### config.mk
export PLATFORM = sky130hd
export DESIGN_NAME = rvvi_frame_packer
export DESIGN_NICKNAME = d
export VERILOG_FILES = /design/src/rtl/rvvi_frame_packer.sv
export SDC_FILE = /design/constraint.sdc
export NUM_CORES = 2
export LEC_CHECK = 0
export CAP_MARGIN = 10
export CORE_ASPECT_RATIO = 0.6
export CORE_MARGIN = 2
export CORE_UTILIZATION = 30
export CTS_CLUSTER_DIAMETER = 150
export DETAILED_ROUTE_END_ITERATION = 8
export HOLD_SLACK_MARGIN = 0.02
export PLACE_DENSITY_LB_ADDON = 0.2
export SYNTH_ARGS = -nofsm -noshare
export SYNTH_HDL_FRONTEND = slang
export SYNTH_SLANG_ARGS = --single-unit
### constraint.sdc
create_clock -name clk -period 43.8 [get_ports clk]
set_clock_uncertainty 0.2 [all_clocks]
set_input_delay 6.57 -clock clk [delete_from_list [all_inputs] [get_ports clk]]
set_output_delay 6.57 -clock clk [all_outputs]
set_load 0.02 [all_outputs]
### src/rtl/rvvi_frame_packer.sv
// Packs RVVI trace records into Ethernet-style frames on an AXI write-data stream.
// Optional idle flush of partial frames is enabled by defining RVVI_FRAME_TIMEOUT_EN.
module rvvi_frame_packer #(
  parameter int RVVI_WIDTH     = 392,
  parameter int BUS_WIDTH      = 32,
  parameter int MAX_INSTRS     = 8,
  parameter int INIT_TIME_OUT  = 4,
  parameter int FLUSH_TIME_OUT = 64
) (
  input  logic                   clk,
  input  logic                   reset,
  input  logic [RVVI_WIDTH-1:0]  rvvi,
  input  logic                   valid,
  output logic                   ready,
  output logic [BUS_WIDTH-1:0]   RvviAxiWdata,
  output logic [BUS_WIDTH/8-1:0] RvviAxiWstrb,
  output logic                   RvviAxiWlast,
  output logic                   RvviAxiWvalid,
  input  logic                   RvviAxiWready,
  input  logic [47:0]            SrcMac,
  input  logic [47:0]            DstMac,
  input  logic [15:0]            EthType,
  input  logic [15:0]            AckType,
  input  logic [31:0]            InnerPktDelay,
  output logic [63:0]            FrameCount
);

  localparam int RW   = (RVVI_WIDTH + BUS_WIDTH - 1) / BUS_WIDTH;
  localparam int HW   = 256 / BUS_WIDTH;
  localparam int PADW = RW * BUS_WIDTH;
  localparam int CW   = $clog2(MAX_INSTRS + 1);
  localparam int IW   = (MAX_INSTRS > 1) ? $clog2(MAX_INSTRS) : 1;
  localparam int SW   = (RW > 1) ? $clog2(RW) : 1;
  localparam int HIW  = (HW > 1) ? $clog2(HW) : 1;

  localparam logic [CW-1:0]  MAX_C     = CW'(MAX_INSTRS);
  localparam logic [SW-1:0]  RW_LAST   = SW'(RW - 1);
  localparam logic [HIW-1:0] HW_LAST   = HIW'(HW - 1);
  localparam logic [31:0]    INIT_C    = 32'(INIT_TIME_OUT);

  typedef enum logic [2:0] {RST, INIT, COLLECT, HDR, DATA, DELAY} state_t;

  state_t                  r_state;
  logic [31:0]             r_cycle;
  logic [CW-1:0]           r_rec_count;
  logic [63:0]             r_frame_count;
  logic [RVVI_WIDTH-1:0]   r_fifo [MAX_INSTRS];
  logic [255:0]            r_hdr;
  logic [HIW-1:0]          r_hdr_idx;
  logic [IW-1:0]           r_rec_idx;
  logic [SW-1:0]           r_sub_idx;

  logic                    w_accept;
  logic [CW-1:0]           w_count_next;
  logic                    w_flush;
  logic                    w_collect_done;
  logic                    w_xfer;
  logic                    w_rec_last;
  logic                    w_last;
  logic [HW-1:0][BUS_WIDTH-1:0] w_hdr_words;
  logic [RW-1:0][BUS_WIDTH-1:0] w_rec_words;

  assign ready          = (r_state == COLLECT) && (r_rec_count < MAX_C);
  assign w_accept       = valid & ready;
  assign w_count_next   = r_rec_count + CW'(w_accept);
  assign w_collect_done = (r_state == COLLECT) && ((w_count_next == MAX_C) || w_flush);
  assign w_xfer         = RvviAxiWvalid & RvviAxiWready;

`ifdef RVVI_FRAME_TIMEOUT_EN
  localparam logic [31:0] FLUSH_C = 32'(FLUSH_TIME_OUT);
  logic [31:0] r_idle;

  assign w_flush = (r_idle == FLUSH_C) && (w_count_next != '0);

  // Idle counter only runs while a partial frame is waiting for more records.
  always_ff @(posedge clk) begin
    if (reset || (r_state != COLLECT) || w_accept || w_flush)
      r_idle <= '0;
    else if (r_rec_count != '0)
      r_idle <= r_idle + 32'd1;
  end
`else
  assign w_flush = 1'b0;
`endif

  assign w_hdr_words = r_hdr;
  assign w_rec_words = PADW'(r_fifo[r_rec_idx]);
  assign w_rec_last  = ((CW'(r_rec_idx) + CW'(1)) == r_rec_count);
  assign w_last      = (r_state == DATA) && w_rec_last && (r_sub_idx == RW_LAST);

  // Output words come straight from registered pointers, so they hold while stalled.
  assign RvviAxiWvalid = (r_state == HDR) || (r_state == DATA);
  assign RvviAxiWlast  = w_last;
  assign RvviAxiWstrb  = '1;
  assign FrameCount    = r_frame_count;

  always_comb begin
    RvviAxiWdata = '0;
    if (r_state == HDR)
      RvviAxiWdata = w_hdr_words[r_hdr_idx];
    else if (r_state == DATA)
      RvviAxiWdata = w_rec_words[r_sub_idx];
  end

  always_ff @(posedge clk) begin
    if (reset) begin
      r_state       <= RST;
      r_cycle       <= '0;
      r_rec_count   <= '0;
      r_frame_count <= '0;
      r_hdr_idx     <= '0;
      r_rec_idx     <= '0;
      r_sub_idx     <= '0;
    end else begin
      case (r_state)
        RST: begin
          r_cycle <= 32'd1;
          r_state <= INIT;
        end
        INIT: begin
          if (r_cycle >= INIT_C)
            r_state <= COLLECT;
          else
            r_cycle <= r_cycle + 32'd1;
        end
        COLLECT: begin
          r_rec_count <= w_count_next;
          if (w_collect_done) begin
            r_hdr_idx <= '0;
            r_state   <= HDR;
          end
        end
        HDR: begin
          if (w_xfer) begin
            if (r_hdr_idx == HW_LAST) begin
              r_rec_idx <= '0;
              r_sub_idx <= '0;
              r_state   <= DATA;
            end else begin
              r_hdr_idx <= r_hdr_idx + HIW'(1);
            end
          end
        end
        DATA: begin
          if (w_xfer) begin
            if (w_last) begin
              r_frame_count <= r_frame_count + 64'd1;
              r_rec_count   <= '0;
              r_cycle       <= '0;
              r_state       <= DELAY;
            end else if (r_sub_idx == RW_LAST) begin
              r_sub_idx <= '0;
              r_rec_idx <= r_rec_idx + IW'(1);
            end else begin
              r_sub_idx <= r_sub_idx + SW'(1);
            end
          end
        end
        DELAY: begin
          if (r_cycle >= InnerPktDelay)
            r_state <= COLLECT;
          else
            r_cycle <= r_cycle + 32'd1;
        end
        default: r_state <= RST;
      endcase
    end
  end

  // Record storage and header snapshot carry no reset; RecCount alone marks validity.
  always_ff @(posedge clk) begin
    if (w_accept)
      r_fifo[r_rec_count[IW-1:0]] <= rvvi;
    if (w_collect_done)
      r_hdr <= {48'b0, 16'(w_count_next), r_frame_count, AckType, EthType, DstMac, SrcMac};
  end

endmodule

==> impl_metrics.toml <==
[critical_path]
required_ns = 37.03
worst_path_largest_cell_delay_ns = 0.86
start_kind = "flop"
reg2reg_setup_slack_ns = 36.77
critical_path.cell_chain = "buf_4 > buf_4 > buf_4 > buf_4 > mux4_2 > mux4_2 > and2_1 > a211oi_1 > nor3_1 > a221o_1 > clkdlybuf4s50_1"
cp_slowest_cell = "buf_4"
crit_type = "flop to primary output"
cp_top_family = "buffers and inverters"
rr_startpoint = "r_state[0]"
crit_path_max_fanout = 45
end_kind = "primary output"
cp.arrival_ns = 8.26
path_common_cell = "buf_4"
critical_path_buf_inv_count = 5

[grt]
grt_pass1_wl_mm = 559
grt_max_degree = 117
gr-total-overflow = 0
antenna_found_initial = 193
grt_pass1_vias = 66600
grt_use_total = 0.176

[yosys]
synthTopCellsByCount = "3332 x edfxtp_1, 905 x mux4_2, 230 x nand2_1, 182 x mux2i_1, 158 x clkbuf_1"
synth_top_area_share = 0.750
syn-cell-area_sq_um = 133000
synth_seq_area_share = 0.767
synth-edff-count = 3332
synth_most_common_cell = "edfxtp_1"
synth_top_cell_by_area = "edfxtp_1"
synthArstFlopShare = 0
synth.distinct_cells = 73
syn_inst = 6112
syn_avg_cell_area_sq_um = 21.8
synthTopCellsByArea = "edfxtp_1 75%, mux4_2 15%, dfxtp_1 1.7%"
yosys_warnings = 0
ys.flop_type = "edfxtp_1"
synth_seq_cells = 3448

[clock_network]
cts_resized = 0
cts_buffers = 342
clock-root-buffer = "clkbuf_16"
holdBufCountCts = 0
clock-sinks = 3448
clk_pin_slew_worst_paths_ns = 0.06
cts_tree = "yes"
postCtsSetupBuffers = 0
clockBufferDepth = 4
clkLatencyLatePin_ns = 0.97
htree_levels = 5

[power]
seqPwrFrac = 0.545
p_sw_frac = 0.203
combPwrFrac = 0.016
p_leak_nw = 48.1
peakVddDrop_mv = 0.0300
switching_power_mw = 1.35
p_int_mw = 5.28
power_density_nw_per_um2 = 41.9
clockPowerShare = 0.440

[routing]
viasPerCell = 5.02
dr.max_layer_used = "met5"
wl_met2_mm = 188
drt_wl_total_mm = 407
final_antenna_net_count = 0
met3RoutedLength_mm = 26.3
first_pass_iters = 6
route.detailed.drc = 0
wl_met1_mm = 184
drt_iter0_markers = 6410
post_drt_wl_per_cell_um = 30.9
vias = 66000

[timing]
rsz0062_at_grt = "no"
final_max_slew_viol_count = 0
worst_pin_slew_ns = 1.40
maxSlewHeadroom = 0.0569
setup_viol = 0
max_freq_mhz = 66.5
period_share = 0.343
hold_viol = 0
tns_ns = 0
finalCriticalPeriod_ns = 15.03

[final_layout]
syn2layout_area_growth_pct = 18.7
drive_gt1_frac = 0.223
fin_nets = 7545
nFillCells = 40500
fin_cells = 13200

[worst_hold_path]
hold_class = "flop to flop"
hp-start = "FrameCount[30]"

[job]
drv.max_cap_violation_count = 0

[floorplan]
die-area_sq_um = 450000
initial_core_util = 0.302
chipHeight_um = 521
core_sq_um = 442000
rows = 189
die_x_um = 865
ioPinCount = 659

[placement]
place_congestion = 0.762
place_hpwl_mm = 254
place_inst = 12500
io_buffers = 654

[run_status]
status = "finished, final reports clean"
cell usage in the layout, fill, tap and decap left out, drive strengths merged, types with 11 or more instances in the layout:
master and n:
a31oi 32, o211ai 17, o21ai 85, mux4 905
a221oi 11, xnor2 17, nor2b 13, a211oi 22
diode 24, a22oi 21, mux2 12, clkdlybuf4s50 653
nand2b 19, and2 15, buf 165, nand2 230
or3 20, a221o 14, clkbuf 419, o221ai 42
o22ai 39, clkinvlp 11, ha 42, inv 100
mux2i 182, nand3 65, dfxtp 116, nand4 35
a21oi 99, edfxtp 3332, nor4 14, clkinv 132
xor2 40, bufinv 28, or4 16, nor2 123
or2 11, nor3 21, and3 21
layout make-up:
| cell class | instances | area (sq um) | area share |
|---|---|---|---|
| Clock buffer | 419 | 8900 | 0.0562 |
| Multi-Input combinational cell | 2256 | 29400 | 0.185 |
| Clock inverter | 190 | 1940 | 0.0123 |
| Inverter | 81 | 313 | 0.00197 |
| Timing Repair Buffer | 818 | 8000 | 0.0505 |
| Sequential cell | 3448 | 102000 | 0.647 |
| Antenna cell | 24 | 60.1 | 0.000379 |
| Tap cell | 5921 | 7410 | 0.0468 |
routing by layer:
layer / global-route usage / vias up
li1: - / 27500
met1: 0.254 / 35700
met2: 0.277 / 2040
met3: 0.0390 / 693
met4: 0.0320 / 96
met5: 0 / -
state kept, by name (all words and copies together), names as in the netlist, named ones only:
name,count
r_fifo,3136
r_rec_count,4
r_state,3
r_sub_idx,4
r_hdr,196
FrameCount,64
r_hdr_idx,3
r_rec_idx,3
r_cycle,32
final timing paths:
path	end	cells past startpoint
hold / removal	r_hdr[158]	0
setup / recovery	RvviAxiWdata[28]	11
setup reg to reg	r_fifo[3][138]	12
hold reg to reg	r_hdr[158]	0
power by group through the flow:
stage                     clock [mW]  combinational [mW]  sequential (mW)
final                           2.91               0.104             3.61
after detailed placement           0               0.103             3.68
after floorplan                    0              0.0112             3.69
after global routing            3.11               0.112             3.61
after CTS                       2.99               0.104             3.61
after global placement             0              0.0973             3.68
cell families (layout without fill, tap and decap cells):
kind of cell | Yosys count | after routing | share of synthesized area
DFF | 3448 | 3448 | 0.767
muxes | 1099 | 1099 | 0.167
AOI/OAI and AO/OA | 430 | 430 | 0.0213
other | 1 | 28 | 0.0000281
xor gates and xnor gates | 57 | 57 | 0.00374
adders and majority gates | 42 | 42 | 0.00394
buffers and inverters | 411 | 1508 | 0.0135
and+or+nand+nor | 624 | 624 | 0.0225
worst register-to-register path: stages (launching register included):
cell	delay, ns
dfxtp_1	0.30
buf_4	0.24
inv_1	0.61
nand3b_1	0.43
nor2_1	0.25
and2_1	0.27
nand2_1	0.26
nor2_4	0.21
buf_4	0.64
buf_4	0.87
buf_12	0.56
buf_4	0.83
buf_4	0.90
per-stage QoR:
step | worst slack, ns | util | total power [mW] | instance area (sq um) | hold slack [ns]
after global routing | 28.07 | 0.358 | 6.83 | 158000 | 0.293
after floorplan | 8.82 | - | 3.70 | 133000 | 0.258
after global placement | 29.33 | 0.333 | 3.78 | 147000 | 0.277
after detailed placement | 29.32 | 0.334 | 3.79 | 147000 | 0.252
after CTS | 28.23 | 0.358 | 6.71 | 158000 | 0.277
final | 28.77 | 0.358 | 6.63 | 158000 | 0.272
(Power assumes the default switching activity.)
